===== src/rtl/tdc_result_framer_if.sv =====
// ---------------------------------------------------------------------------
// tdc_result_framer_if
//   Bundles the measurement input strobe and the byte-stream handshake
//   toward the downstream UART transmitter.
//
//   meas_in[39:0]  : TDC word ([33:5] coarse ticks, [4:0] fine ticks)
//   meas_valid_in  : one-cycle strobe qualifying meas_in
//   tx_data[7:0]   : byte offered downstream
//   tx_valid       : tx_data is valid
//   tx_ready       : downstream accepts tx_data this cycle
//
//   master : the environment (measurement source + byte sink)
//   slave  : the framer
// ---------------------------------------------------------------------------
interface tdc_result_framer_if;
    logic [39:0] meas_in;
    logic        meas_valid_in;
    logic [7:0]  tx_data;
    logic        tx_valid;
    logic        tx_ready;

    modport master (
        output meas_in,
        output meas_valid_in,
        output tx_ready,
        input  tx_data,
        input  tx_valid
    );

    modport slave (
        input  meas_in,
        input  meas_valid_in,
        input  tx_ready,
        output tx_data,
        output tx_valid
    );
endinterface


===== src/rtl/tdc_result_framer.sv =====
// ---------------------------------------------------------------------------
// tdc_result_framer
//   Queues TDC measurement words in a small FIFO and serialises each one as
//   a 7-byte frame for a UART transmitter:
//     0xA5, meas[39:32], meas[31:24], meas[23:16], meas[15:8], meas[7:0],
//     XOR of the five measurement bytes.
//   Measurements arriving while the queue is full (and no pop happens on
//   that edge) are discarded and counted in a saturating 8-bit counter.
//
// Ports
//   clk        : single rising-edge clock (200 MHz)
//   rst        : asynchronous, active-high reset
//   bus        : tdc_result_framer_if.slave (measurement in, byte stream out)
//   fifo_count : entries waiting in the queue (frame in flight not included)
//   drop_count : measurements lost to a full queue, saturating at 255
//   busy       : high while a frame is being transmitted
//
// FIFO_DEPTH must be a power of two in 2..16 so the pointers wrap naturally.
// ---------------------------------------------------------------------------
module tdc_result_framer #(
    parameter int FIFO_DEPTH = 4
) (
    input  logic                          clk,
    input  logic                          rst,
    tdc_result_framer_if.slave            bus,
    output logic [$clog2(FIFO_DEPTH):0]   fifo_count,
    output logic [7:0]                    drop_count,
    output logic                          busy
);

    localparam int AW = $clog2(FIFO_DEPTH);
    localparam int CW = AW + 1;
    localparam logic [CW-1:0] DEPTH_C  = CW'(FIFO_DEPTH);
    localparam logic [7:0]    SYNC     = 8'hA5;
    localparam logic [2:0]    LAST_IDX = 3'd6;

    typedef enum logic {
        IDLE = 1'b0,
        SEND = 1'b1
    } state_t;

    // Frame byte selected by the byte index.
    function automatic logic [7:0] frame_byte(input logic [39:0] f,
                                              input logic [2:0]  idx);
        logic [7:0] b;
        case (idx)
            3'd0:    b = SYNC;
            3'd1:    b = f[39:32];
            3'd2:    b = f[31:24];
            3'd3:    b = f[23:16];
            3'd4:    b = f[15:8];
            3'd5:    b = f[7:0];
            3'd6:    b = f[39:32] ^ f[31:24] ^ f[23:16] ^ f[15:8] ^ f[7:0];
            default: b = 8'h00;
        endcase
        return b;
    endfunction

    // Queue storage
    logic [39:0] mem_q [FIFO_DEPTH];

    // State
    state_t        state_q,    state_d;
    logic [39:0]   frame_q,    frame_d;
    logic [2:0]    idx_q,      idx_d;
    logic [AW-1:0] wr_ptr_q,   wr_ptr_d;
    logic [AW-1:0] rd_ptr_q,   rd_ptr_d;
    logic [CW-1:0] count_q,    count_d;
    logic [7:0]    drop_q,     drop_d;
    logic [7:0]    tx_data_q,  tx_data_d;
    logic          tx_valid_q, tx_valid_d;
    logic          busy_q,     busy_d;

    logic push;
    logic pop;
    logic drop;

    always_comb begin
        // NOTE: every _d starts from its _q, so no branch leaves a signal
        // unassigned and no latch can be inferred.
        state_d  = state_q;
        frame_d  = frame_q;
        idx_d    = idx_q;
        wr_ptr_d = wr_ptr_q;
        rd_ptr_d = rd_ptr_q;
        count_d  = count_q;
        drop_d   = drop_q;

        // A pop frees a slot on the same edge, so a full queue can still
        // accept a strobe when the idle framer is taking its head entry.
        pop  = (state_q == IDLE) && (count_q != '0);
        push = bus.meas_valid_in && ((count_q != DEPTH_C) || pop);
        drop = bus.meas_valid_in && !push;

        case (state_q)
            IDLE: begin
                if (pop) begin
                    frame_d = mem_q[rd_ptr_q];
                    idx_d   = 3'd0;
                    state_d = SEND;
                end
            end
            SEND: begin
                if (tx_valid_q && bus.tx_ready) begin
                    if (idx_q == LAST_IDX) begin
                        idx_d   = 3'd0;
                        state_d = IDLE;
                    end else begin
                        idx_d = idx_q + 3'd1;
                    end
                end
            end
            default: state_d = IDLE;
        endcase

        if (push) wr_ptr_d = wr_ptr_q + 1'b1;
        if (pop)  rd_ptr_d = rd_ptr_q + 1'b1;

        case ({push, pop})
            2'b10:   count_d = count_q + 1'b1;
            2'b01:   count_d = count_q - 1'b1;
            default: count_d = count_q;
        endcase

        if (drop && (drop_q != 8'hFF)) drop_d = drop_q + 8'd1;

        // Outputs are computed from next-state values so they come straight
        // from flops while still showing 0xA5 on the cycle after the pop.
        tx_valid_d = (state_d == SEND);
        busy_d     = (state_d == SEND);
        tx_data_d  = tx_valid_d ? frame_byte(frame_d, idx_d) : 8'h00;
    end

    always_ff @(posedge clk or posedge rst) begin
        if (rst) begin
            state_q    <= IDLE;
            frame_q    <= '0;
            idx_q      <= '0;
            wr_ptr_q   <= '0;
            rd_ptr_q   <= '0;
            count_q    <= '0;
            drop_q     <= '0;
            tx_data_q  <= '0;
            tx_valid_q <= 1'b0;
            busy_q     <= 1'b0;
        end else begin
            // NOTE: non-blocking so every flop updates from the same
            // pre-edge values regardless of statement order.
            state_q    <= state_d;
            frame_q    <= frame_d;
            idx_q      <= idx_d;
            wr_ptr_q   <= wr_ptr_d;
            rd_ptr_q   <= rd_ptr_d;
            count_q    <= count_d;
            drop_q     <= drop_d;
            tx_data_q  <= tx_data_d;
            tx_valid_q <= tx_valid_d;
            busy_q     <= busy_d;
        end
    end

    // NOTE: queue storage has no reset; which entries are live is tracked
    // by the pointers and count, so stale contents are never observed.
    // On a full-queue push+pop the write lands in the slot being read; the
    // frame register still captures the old head because reads see
    // pre-edge contents.
    always_ff @(posedge clk) begin
        if (push) mem_q[wr_ptr_q] <= bus.meas_in;
    end

    assign bus.tx_data  = tx_data_q;
    assign bus.tx_valid = tx_valid_q;
    assign fifo_count   = count_q;
    assign drop_count   = drop_q;
    assign busy         = busy_q;

endmodule


===== src/flat_wrapper.sv =====
// flat-port wrapper written by rule: the top's interface ports become plain ports
module tdc_result_framer_flat 
#(
    parameter int FIFO_DEPTH = 4
)
  (clk, rst, fifo_count, drop_count, busy, bus_meas_in, bus_meas_valid_in, bus_tx_ready, bus_tx_data, bus_tx_valid);
  tdc_result_framer_if bus_i ();
  input  logic clk;
  input  logic rst;
  output logic [$clog2(FIFO_DEPTH):0] fifo_count;
  output logic [7:0] drop_count;
  output logic busy;
  input wire logic [$bits(bus_i.meas_in)-1:0] bus_meas_in;
  input wire logic [$bits(bus_i.meas_valid_in)-1:0] bus_meas_valid_in;
  input wire logic [$bits(bus_i.tx_ready)-1:0] bus_tx_ready;
  output wire logic [$bits(bus_i.tx_data)-1:0] bus_tx_data;
  output wire logic [$bits(bus_i.tx_valid)-1:0] bus_tx_valid;
  assign bus_i.meas_in = bus_meas_in;
  assign bus_i.meas_valid_in = bus_meas_valid_in;
  assign bus_i.tx_ready = bus_tx_ready;
  assign bus_tx_data = bus_i.tx_data;
  assign bus_tx_valid = bus_i.tx_valid;
  tdc_result_framer #(.FIFO_DEPTH(FIFO_DEPTH)) u_core (.clk(clk), .rst(rst), .bus(bus_i), .fifo_count(fifo_count), .drop_count(drop_count), .busy(busy));
endmodule

===== config.mk =====
export PLATFORM = sky130hd
export DESIGN_NAME = tdc_result_framer_flat
export DESIGN_NICKNAME = d
export VERILOG_FILES = /design/src/rtl/tdc_result_framer_if.sv /design/src/rtl/tdc_result_framer.sv /design/src/flat_wrapper.sv
export SDC_FILE = /design/constraint.sdc
export NUM_CORES = 1
export LEC_CHECK = 0
export CORE_MARGIN = 4
export CORE_UTILIZATION = 40
export CTS_CLUSTER_DIAMETER = 120
export DETAILED_ROUTE_END_ITERATION = 12
export PLACE_DENSITY = 0.62
export SETUP_SLACK_MARGIN = 0.1
export SLEW_MARGIN = 20
export SYNTH_ARGS = -nofsm -noshare
export SYNTH_HDL_FRONTEND = slang
export SYNTH_SLANG_ARGS = --single-unit

===== constraint.sdc =====
create_clock -name clk -period 2.8 [get_ports clk]
set_input_delay 0.56 -clock clk [delete_from_list [all_inputs] [get_ports clk]]
set_output_delay 0.56 -clock clk [all_outputs]
set_load 0.005 [all_outputs]

Word level (Yosys, flattened, before mapping)
Memory sizes are Yosys's and may differ from the RTL's.
Index checks and enable logic that the tools add are counted.
Storage, ports and cells
  register bits: 67
  bits in writable memories: 160
  bits of input ports: 44
  output and inout port bits: 21
  logic and storage cells: 56
  memories kept: 1
Operators by class
  $add $sub $neg: 6
  eq/ne operators: 11
  muxes and demuxes: 15
  bitwise logic cells: 5
  reductions and logical operators: 10
Memory list
  u_core.mem_q: depth 4, bits a word 40, read ports 1, clocked after Yosys merged registers in 0, wr ports 1, line tdc_result_framer.sv:60  | logic [39:0] mem_q [FIFO_DEPTH];
Operators with widths (count)
  40-bit two-way mux: 2
  8-bit one-hot mux with 7 select lines: 1
  8-bit XOR: 4
  3-bit == test, second input constant: 4
  3-bit one-hot mux with 2 select lines: 2
  3-bit two-way mux: 3
  8-bit by 1-bit adder with 8-bit output, second input constant: 1
  8-bit two-way mux: 1
  8-bit != test, second input constant: 1
  3-bit by 1-bit adder with 3-bit output, second input constant: 2
  3-bit by 2-bit == test with 1-bit output, second input constant: 2
  1-bit logical AND: 5
  1-bit two-way mux: 5
  2-bit by 1-bit adder with 2-bit output, second input constant: 2
  3-bit by 1-bit == test with 1-bit output, second input constant: 1
  3-bit logical NOT: 1
  3-bit != test, second input constant: 1
  3-bit nonzero test: 1
  3-bit by 1-bit subtractor with 3-bit output, second input constant: 1
  2-bit by 1-bit == test with 1-bit output, second input constant: 1
  2-bit == test, second input constant: 1
  1-bit one-hot mux with 2 select lines: 1
  2-bit nonzero test: 1
  1-bit logical NOT: 1
  2 further kinds: 2

Logic depth before layout (Yosys ltp)
Gate-level depths: netlist of run 1.
  depth after elaboration: 10
  mapped depth: 12
  depth with buffers taken out: 9

Worst setup path before layout of run 1
OpenSTA, ideal clock, no wires.
  path kind: register to register
  start point: reg u_core.state_q
  end point: mem u_core.mem_q[2][0], enable pin
  library setup time: 401 ps
  arrival: 2180 ps
  required time: 2399 ps
  setup slack: 219 ps
  cell stages (with the launch flop): 5
  period minus slack after synthesis: 2581 ps
  path through: dfrtp_1 clkbuf_1 clkbuf_1 a31oi_1 and2_1
On the way
  word-level cells in the longest chain between the ends: 6
RTL lines
  from (decl): line tdc_result_framer.sv:63  | state_t state_q, state_d;
  from (signal assigned): line tdc_result_framer.sv:149  | state_q <= state_d;
  1-bit NOT
  1-bit logical AND: line tdc_result_framer.sv:91  | pop = (state_q == IDLE) && (count_q != '0);
  1-bit logical OR: line tdc_result_framer.sv:92  | push = bus.meas_valid_in && ((count_q != DEPTH_C) || pop);
  1-bit logical AND: line tdc_result_framer.sv:92
  1-bit two-way mux: line tdc_result_framer.sv:168  | if (push) mem_q[wr_ptr_q] <= bus.meas_in;
  1-bit two-way mux (implied by the code): line tdc_result_framer.sv:168
  to (decl): line tdc_result_framer.sv:60
Every way passes these cells.

Worst setup path after layout of run 1
  start point: reg u_core.count_q[0] (netlist: u_core.fifo_count[0])
  end point: reg u_core.tx_data_q[4] (netlist: u_core.bus.tx_data[4])
On the way
  elaborated cells between the ends (all ways): 21
  those cells by class: eq/ne: 6; mux: 8; bitwise: 4; reduce/logical: 3
RTL lines
  from (decl): line tdc_result_framer.sv:68  | logic [CW-1:0] count_q, count_d;
  from (signal assigned): line tdc_result_framer.sv:154  | count_q <= count_d;
  3-bit nonzero test (*): line tdc_result_framer.sv:91
  1-bit logical AND (*): line tdc_result_framer.sv:91
  40-bit two-way mux (*): line tdc_result_framer.sv:97  | if (pop) begin
  40-bit two-way mux (*): line tdc_result_framer.sv:95  | case (state_q)
  named net u_core.frame_d[20]: line tdc_result_framer.sv:64  | logic [39:0] frame_q, frame_d;
  8-bit XOR (3 in a row): line tdc_result_framer.sv:53  | 3'd6: b = f[39:32] ^ f[31:24] ^ f[23:16] ^ f[15:8] ^ f[7:0];
  8-bit one-hot mux with 7 select lines (*): line tdc_result_framer.sv:46  | case (idx)
  8-bit two-way mux (*): line tdc_result_framer.sv:131  | tx_data_d = tx_valid_d ? frame_byte(frame_d, idx_d) : 8'h00;
  named net u_core.tx_data_d[4]: line tdc_result_framer.sv:70  | logic [7:0] tx_data_q, tx_data_d;
  to (signal assigned): line tdc_result_framer.sv:156  | tx_data_q <= tx_data_d;
  to (decl): line tdc_result_framer.sv:70
Mark *: on every way through the listed nets, which the timed path passes. The rest lies on a longest branch.
A chain may end at the register's enable or synchronous reset.

==> impl_metrics.yaml, run 1 <==
run_status:
  status: "finished, final reports clean"
sta:
  fin_setup_tns_ns: 0
  rsz0062_at_grt: "no"
  slew_viol_final: 0
  fmax_mhz: 392
  finClkSkew_ns: 0.0164
  setup_violations: 0
  worst_slew_pin_slew_ns: 0.616
  timing.final.crit_share_pct: 91.2
  finalHoldViolCount: 0
  fin_crit_ns: 2.55
  slew_headroom_pct: 58.5
global_route:
  antenna_found_initial: 0
  gr-total-overflow: 0
  grt_pass1_vias: 5254
  grt_pass1_wl_um: 29800
  grt_use_total_pct: 14.5
  grt_max_degree: 68
clock_network:
  cts_setup_buffers: 0
  root_buffer: "clkbuf_16"
  htreeDepth: 1
  cts_resized: 0
  cts_tree: "done"
  insertion_delay_ns: 0.52
  clk_pin_slew_ns: 0.06
  cts_inserted_buffers: 24
  clock-sinks: 227
  clock_path_buffers: 3
  holdBufCountCts: 0
synth:
  syn_avg_cell_area_um2: 17.8
  ys_ff_latch: 227
  synthArstFlopShare_pct: 29.5
  synth-main-ff-cell: "edfxtp_1"
  synth_fa_ha_area_share_pct: 1.01
  synth-warning-count: 0
  synth_top_family_by_area: "multiplexers"
  synthSimpleGateAreaFrac_pct: 4.24
  synth_compound_area_share_pct: 3.92
  synthCells: 526
  seq_area_frac_synth_pct: 69.1
  synth-xor-area-share_pct: 4.81
  mappedNetlistArea_um2: 9380
  synth_edf_count: 160
  syn-num-nets: 577
  synth_cell_type_count: 57
  synth_mux_area_share_pct: 14.7
route:
  drt_first_iter_violations: 326
  firstDrtPassIters: 6
  wl_per_cell_um: 19.9
  drc: 0
  num_vias: 4924
  via_per_inst: 5.24
  wirelength_um: 18700
  final_antenna_net_count: 0
place:
  placed_cell_area_um2: 10500
  routabilityCongestion: 0.888
  detailed_place_hpwl_um: 11500
  portBuffers: 64
floorplanning:
  core_area_um2: 22800
  die_y_um: 161
  initial_utilization_pct: 41.1
  fp.dieW_um: 161
  die_area_um2: 26000
  rows: 55
  ios: 65
layout:
  diodes: 0
  layout-drive-gt1-share_pct: 22.0
  regArea_um2: 6480
  most-common-layout-cells: "160 x edfxtp_1, 66 x dfrtp_1, 64 x clkdlybuf4s50_1"
  fill_cells: 1922
  multi_input_area_um2: 2700
  fin_nets: 660
  final_area_um2: 11300
  area_growth_pct: 20.3
  final_common_cell: "edfxtp_1"
setup_path:
  r2r_slack_ns: 0.25
  critPathArrivalTime_ns: 2.96
  reg2reg_depth: 7
  crit_type: "reg2reg"
  r2r-start: "u_core.fifo_count[0]$_DFFE_PP0P_"
  cpPeakStageDelay_ns: 0.46
  crit_chain: "or3_4 -> nand2_4 -> inv_6 -> mux2_2 -> xor2_1 -> xnor3_1 -> o221ai_1"
  cp.required_ns: 3.21
  cp_slowest_cell: "or3_4"
  critPathLaunchType: "register"
  cp_max_fo: 46
  reg2reg_to: "u_core.bus.tx_data[4]$_DFF_PP0_"
  end_kind: "register"
power_and_ir_drop:
  leakage_nw: 4.09
  p_per_area_nw_per_um2: 1110
  ir_drop_mv: 0.528
min_path:
  holdCritPathClass: "in2async"
flow_run:
  drv_cap: 0
==> cell usage after synthesis, types with 2 or more instances <==
cell type / count / area [um2]
edfxtp_1: 160 / 4800
dfrtp_1: 67 / 1680
mux4_2: 40 / 901
mux2_2: 33 / 372
nand2_1: 33 / 124
xor2_1: 16 / 140
xnor2_1: 15 / 131
inv_1: 11 / 41.3
o21ai_0: 11 / 55.1
clkbuf_1: 9 / 33.8
a31oi_1: 8 / 50.1
xnor3_1: 8 / 180
and2_1: 7 / 43.8
mux2i_1: 7 / 70.1
nand3_1: 7 / 35.0
and3_1: 6 / 37.5
buf_6: 6 / 67.6
ha_1: 6 / 75.1
a21oi_1: 5 / 25.0
nor3_1: 5 / 25.0
o22ai_1: 5 / 31.3
buf_2: 4 / 20.0
nand2b_1: 4 / 25.0
nand4_1: 4 / 25.0
nor2_1: 4 / 15.0
o211ai_1: 4 / 30.0
o221ai_1: 4 / 35.0
a21o_1: 3 / 22.5
buf_1: 3 / 11.3
buf_4: 2 / 15.0
mux2_4: 2 / 30.0
nand3b_1: 2 / 15.0
==> per-layer routing <==
layer  track usage (%)  routed length (um)  up-vias
met5                 0                   0        -
met4              4.15                 483        0
met3              2.40                 720       40
met2              24.1                9140      134
met1              20.0                8400     2541
li1                  -                   -     2209
==> metrics by stage <==
stage | total power, W | instances | hold WS, ns | util [%] | worst slack (ns)
floorplan | 0.00811 | 526 | 0.466 | - | 0.219
global route | 0.0133 | 940 | 0.473 | 49.4 | 0.130
global placement | 0.00938 | 896 | 0.480 | 45.9 | 0.262
CTS | 0.0128 | 940 | 0.445 | 49.4 | 0.265
finish | 0.0126 | 940 | 0.452 | 49.4 | 0.247
detailed placement | 0.00954 | 896 | 0.495 | 45.9 | 0.0937
==> flip-flops by register name, summed over array words and instances, names as in the netlist <==
name,flops
u_core.bus.tx_data,8
u_core.rd_ptr_q,2
u_core.idx_q,3
u_core.drop_count,8
u_core.fifo_count,3
u_core.wr_ptr_q,2
u_core.mem_q,160
u_core.state_q,1
u_core.frame_q,40
==> where the power goes <==
group / switching, W / internal, W / leakage, nW
registers: 0.000440 / 0.00458 / 2.27
logic: 0.00211 / 0.00230 / 1.44
clock network: 0.00125 / 0.00190 / 0.385
==> logic make-up after synthesis <==
group	Yosys count
flip-flops	227
buffers and inverters	38
AND/OR/NAND/NOR	78
multiplexers	83
AO/OA/AOI/OAI	54
XOR/XNOR	39
adder cells (fa/ha/maj)	7
==> layout make-up <==
type,count,area share (%)
clock buffer,30,5.70
sequential,227,57.5
timing repair buffer,81,7.58
tap,313,3.47
clock inverter,14,1.34
inverter,14,0.510
multi-input combinational,261,23.9
==> critical path: cells and delay by family, from the launching register on <==
family / cells / cell delay, ns
multiplexers: 1 / 0.35
buffers and inverters: 1 / 0.20
XOR/XNOR: 2 / 0.59
AND/OR/NAND/NOR: 2 / 0.66
AO/OA/AOI/OAI: 1 / 0.21
flip-flops: 1 / 0.45
==> worst max path at each step <==
stage                                startpoint                               to  slack (ns)  cells after the start
2_1_floorplan          u_core.state_q$_DFF_PP0_     u_core.mem_q[2][0]$_DFFE_PP_        0.22                      4
3_3_place_gp                       bus_tx_ready  u_core.bus.tx_data[7]$_DFF_PP0_        0.26                      8
3_5_place_dp                       bus_tx_ready  u_core.bus.tx_data[7]$_DFF_PP0_        0.09                      8
4_1_cts        u_core.fifo_count[0]$_DFFE_PP0P_  u_core.bus.tx_data[4]$_DFF_PP0_        0.27                      7
5_1_grt        u_core.fifo_count[0]$_DFFE_PP0P_  u_core.bus.tx_data[4]$_DFF_PP0_        0.13                      7
6_report       u_core.fifo_count[0]$_DFFE_PP0P_  u_core.bus.tx_data[4]$_DFF_PP0_        0.25                      7
Power figures use the tool's default switching activity.
==> run 2: changes to the inputs <==
--- a/config.mk
+++ b/config.mk
@@ -6,10 +6,10 @@
 export NUM_CORES = 1
 export LEC_CHECK = 0
 export CORE_MARGIN = 4
-export CORE_UTILIZATION = 40
+export CORE_UTILIZATION = 57
 export CTS_CLUSTER_DIAMETER = 120
 export DETAILED_ROUTE_END_ITERATION = 12
-export PLACE_DENSITY = 0.62
+export PLACE_DENSITY = 0.78
 export SETUP_SLACK_MARGIN = 0.1
 export SLEW_MARGIN = 20
 export SYNTH_ARGS = -nofsm -noshare
==> impl_metrics.yaml, run 2 (synthesized netlist as in run 1, its figures left out) <==
floorplanning:
  die_y_um: 136
  fp.dieW_um: 136
  ios: 65
  initial_utilization_pct: 58.6
  core_area_um2: 16000
  rows: 46
  die_area_um2: 18600
layout:
  largest_reg_flops: 160
  final_common_cell: "edfxtp_1"
  largestRegisters: "u_core.mem_q x160, u_core.frame_q x40"
  diodes: 0
  fill_cells: 1048
  largest-register: "u_core.mem_q"
  area_growth_pct: 19.4
  most-common-layout-cells: "160 x edfxtp_1, 66 x dfrtp_1, 64 x clkdlybuf4s50_1"
  layout-drive-gt1-share_pct: 22.6
  fin_nets: 663
  final_area_um2: 11200
sta:
  rsz0062_at_grt: "no"
  slew_headroom_pct: 64.2
  finalHoldViolCount: 0
  fmax_mhz: 405
  fin_setup_tns_ns: 0
  finClkSkew_ns: 0.00559
  fin_crit_ns: 2.47
  timing.final.crit_share_pct: 88.3
  worst_slew_pin_slew_ns: 0.531
  setup_violations: 0
  slew_viol_final: 0
route:
  wirelength_um: 17800
  final_antenna_net_count: 0
  num_vias: 4956
  drt_first_iter_violations: 352
  wl_per_cell_um: 21.1
  drc: 0
  via_per_inst: 5.88
  firstDrtPassIters: 5
setup_path:
  reg2reg_depth: 7
  critPathLaunchType: "register"
  cpPeakStageDelay_ns: 0.47
  crit_chain: "or3_4 -> nand2_4 -> inv_6 -> mux2_2 -> xor2_1 -> xnor3_1 -> o221ai_1"
  r2r_slack_ns: 0.33
  critPathArrivalTime_ns: 2.85
  r2r-start: "u_core.fifo_count[0]$_DFFE_PP0P_"
  end_kind: "register"
  cp.required_ns: 3.18
  cp_slowest_cell: "or3_4"
  reg2reg_to: "u_core.bus.tx_data[1]$_DFF_PP0_"
  cp_max_fo: 46
  crit_type: "reg2reg"
clock_network:
  cts_inserted_buffers: 23
  root_buffer: "clkbuf_16"
  clock-sinks: 227
  cts_resized: 0
  cts_setup_buffers: 0
  holdBufCountCts: 0
  insertion_delay_ns: 0.49
  cts_tree: "done"
  clock_path_buffers: 3
  clk_pin_slew_ns: 0.06
  htreeDepth: 1
global_route:
  antenna_found_initial: 0
  grt_max_degree: 47
  grt_pass1_wl_um: 28800
  grt_pass1_vias: 5244
  gr-total-overflow: 0
  grt_use_total_pct: 20.3
power_and_ir_drop:
  leakage_nw: 4.12
  ir_drop_mv: 0.624
  p_per_area_nw_per_um2: 1130
  p_total_w: 0.0127
place:
  placed_cell_area_um2: 10400
  detailed_place_hpwl_um: 11600
  routabilityCongestion: 0.952
  portBuffers: 64
flow_run:
  drv_cap: 0
min_path:
  holdCritPathClass: "in2async"
run_status:
  status: "finished, final reports clean"
[run 2: cell count changes in the layout (fill, tap and decap cells not counted), sizes merged]
cell / change
bufinv: +3
clkinv: -3
clkbuf: -4
buf: +4
[run 2: cell type report]
cell class,count,area (um2),area share [%]
clock buffer,26,587,5.24
inverter,14,57.6,0.514
sequential,227,6480,57.8
multi-input combinational,261,2700,24.1
timing repair buffer,85,886,7.90
clock inverter,14,223,1.99
tap,216,270,2.41
[run 2: report_power, final]
group	switching (W)	total, W	internal, W
Clock	0.00119	0.00325	0.00205
Combinational	0.00211	0.00443	0.00232
Sequential	0.000447	0.00502	0.00458
Total	0.00375	0.0127	0.00895
[run 2: routing by layer]
metal | GRT usage, % | wire length, um | vias to the layer above
li1 | - | - | 2218
met1 | 27.8 | 7320 | 2546
met2 | 34.8 | 9110 | 164
met3 | 3.55 | 1030 | 28
met4 | 4.54 | 301 | 0
met5 | 0 | 0 | -
[run 2: worst max-delay path by stage]
| stage | start | endpoint | slack [ns] | depth (start not counted) |
|---|---|---|---|---|
| floorplan | u_core.state_q$_DFF_PP0_ | u_core.mem_q[2][0]$_DFFE_PP_ | 0.22 | 4 |
| global placement | bus_tx_ready | u_core.bus.tx_data[7]$_DFF_PP0_ | 0.24 | 8 |
| detailed placement | bus_tx_ready | u_core.bus.tx_data[5]$_DFF_PP0_ | 0.14 | 9 |
| CTS | u_core.fifo_count[0]$_DFFE_PP0P_ | u_core.bus.tx_data[1]$_DFF_PP0_ | 0.35 | 7 |
| global route | u_core.fifo_count[0]$_DFFE_PP0P_ | u_core.bus.tx_data[4]$_DFF_PP0_ | 0.27 | 7 |
| finish | u_core.fifo_count[0]$_DFFE_PP0P_ | u_core.bus.tx_data[1]$_DFF_PP0_ | 0.33 | 7 |
[run 2: worst max-delay path: cells and delay by family, from the launching register on]
kind | cells | cell delay [ns]
AND/OR/NAND/NOR | 2 | 0.58
multiplexers | 1 | 0.34
AO/OA/AOI/OAI | 1 | 0.24
XOR/XNOR | 2 | 0.59
buffers and inverters | 1 | 0.14
flip-flops | 1 | 0.45
[run 2: through the flow]
stage               hold WS (ns)  setup slack (ns)  instances  util [%]
floorplan                  0.466             0.219        526         -
global placement           0.480             0.240        803      65.0
detailed placement         0.496             0.142        803      65.0
CTS                        0.442             0.346        843      70.0
global route               0.480             0.267        843      70.0
finish                     0.433             0.328        843      70.0
==> run 3: changes to the inputs <==
==> constraint.sdc (replaced) <==
create_clock -name clk -period 2.65 [get_ports clk]
set_input_delay 0.53 -clock clk [delete_from_list [all_inputs] [get_ports clk]]
set_output_delay 0.53 -clock clk [all_outputs]
set_load 0.005 [all_outputs]
==> impl_metrics.yaml, run 3 (synthesized netlist as in run 1, its figures left out) <==
clock_network:
  holdBufCountCts: 0
  clock-sinks: 227
  cts_resized: 0
  htreeDepth: 1
  cts_tree: "done"
  cts_inserted_buffers: 24
  clock_path_buffers: 3
  root_buffer: "clkbuf_16"
  clk_pin_slew_ns: 0.06
  insertion_delay_ns: 0.50
  cts_setup_buffers: 0
layout:
  largestRegisters: "u_core.mem_q x160, u_core.frame_q x40"
  area_growth_pct: 19.8
  most-common-layout-cells: "160 x edfxtp_1, 66 x dfrtp_1, 64 x clkdlybuf4s50_1"
  layout-drive-gt1-share_pct: 22.9
  diodes: 0
  final_common_cell: "edfxtp_1"
  largest_reg_flops: 160
  fin_nets: 663
  largest-register: "u_core.mem_q"
route:
  wl_per_cell_um: 21.1
  drc: 0
  wl_met2_um: 9170
  final_antenna_net_count: 0
  firstDrtPassIters: 5
  drt_first_iter_violations: 430
  num_vias: 4982
  met1_length_um: 7220
  wl_met3_um: 1150
  highest_layer: "met4"
  via_per_inst: 5.89
  wirelength_um: 17800
setup_path:
  cp.required_ns: 3.03
  crit_type: "reg2reg"
  end_kind: "register"
  critPathLaunchType: "register"
  cp_max_fo: 46
  critPathArrivalTime_ns: 2.83
floorplanning:
  die_area_um2: 18600
  die_y_um: 136
  core_area_um2: 16000
  initial_utilization_pct: 58.6
  rows: 46
  ios: 65
  fp.dieW_um: 136
place:
  routabilityCongestion: 0.933
  portBuffers: 64
  detailed_place_hpwl_um: 11300
global_route:
  gr-total-overflow: 0
  grt_pass1_wl_um: 28200
  antenna_found_initial: 0
  grt_max_degree: 68
  grt_use_total_pct: 19.8
  grt_pass1_vias: 5216
sta:
  setup_violations: 0
  fmax_mhz: 407
  fin_setup_tns_ns: 0
  slew_headroom_pct: 60.5
  timing.final.crit_share_pct: 92.7
  fin_crit_ns: 2.46
  finClkSkew_ns: 0.0135
  slew_viol_final: 0
  finalHoldViolCount: 0
  rsz0062_at_grt: "no"
  whs_ns: 0.416
  worst_slew_pin_slew_ns: 0.586
run_status:
  status: "finished, final reports clean"
power_and_ir_drop:
  power.switching_w: 0.00402
  clkPwrFrac_pct: 24.9
  ir_drop_mv: 0.614
  p_per_area_nw_per_um2: 1200
  pwr-share-comb_pct: 35.5
  p_int_w: 0.00941
  switching_share_pct: 29.9
  leakage_nw: 4.13
  p_total_w: 0.0134
  seqPwrFrac_pct: 39.6
flow_run:
  drv_cap: 0
min_path:
  holdCritPathClass: "in2async"
[run 3: changes by cell type in the layout (fill, tap and decap cells not counted), sizes merged]
cell / before / now
bufinv: 6 / 3
clkinv: 8 / 7
clkbuf: 26 / 35
buf: 21 / 19
[run 3: path summary, 6_finish.rpt]
check | startpoint | end | slack [ns] | cells after the start
setup / recovery | u_core.fifo_count[0]$_DFFE_PP0P_ | u_core.bus.tx_data[4]$_DFF_PP0_ | 0.19 | 7
hold / removal | rst | u_core.frame_q[23]$_DFF_PP0_ | 0.42 | 3
setup reg to reg | u_core.fifo_count[0]$_DFFE_PP0P_ | u_core.bus.tx_data[4]$_DFF_PP0_ | 0.19 | 7
hold reg to reg | u_core.drop_count[6]$_DFFE_PP0P_ | u_core.drop_count[6]$_DFFE_PP0P_ | 0.49 | 1
max in group asynchronous | rst | u_core.rd_ptr_q[0]$_DFFE_PP0N_ | 1.90 | 3
min in group clk | u_core.drop_count[6]$_DFFE_PP0P_ | u_core.drop_count[6]$_DFFE_PP0P_ | 0.49 | 1
[run 3: cell type report]
type / count / area (um2)
clock buffer: 34 / 679
clock inverter: 10 / 130
fill: 1010 / 4760
inverter: 14 / 57.6
multi-input combinational: 261 / 2710
sequential: 227 / 6480
tap: 216 / 270
timing repair buffer: 84 / 908
[run 3: metal layers]
metal  GRT usage, %  vias up
met1           27.7     2556
li1               -     2219
met2           33.2      180
met4           5.32        0
met5              0        -
met3           2.89       27
[run 3: worst max-delay path, stage by stage, from the launching register on]
cell,delay [ns]
dfrtp_1,0.45
or3_4,0.46
nand2_4,0.11
inv_6,0.15
mux2_2,0.36
xor2_2,0.19
xnor3_1,0.36
o221ai_1,0.26
[run 3: power by group through the flow]
| stage | Sequential [W] | Combinational (W) | Clock (W) |
|---|---|---|---|
| after CTS | 0.00531 | 0.00476 | 0.00341 |
| after global placement | 0.00531 | 0.00456 | 0 |
| after floorplan | 0.00517 | 0.00339 | 0 |
| final | 0.00532 | 0.00477 | 0.00334 |
| after global routing | 0.00540 | 0.00512 | 0.00359 |
| after detailed placement | 0.00537 | 0.00469 | 0 |
[run 3: stage by stage]
stage          instances  setup WS (ns)  area [um2]  util (%)
2_1_floorplan        526          0.356        9390         -
6_report             846          0.194       11200      70.2
3_5_place_dp         801          0.103       10400      65.0
3_3_place_gp         801          0.208       10400      65.0
5_1_grt              846          0.152       11200      70.2
4_1_cts              845          0.199       11200      70.0
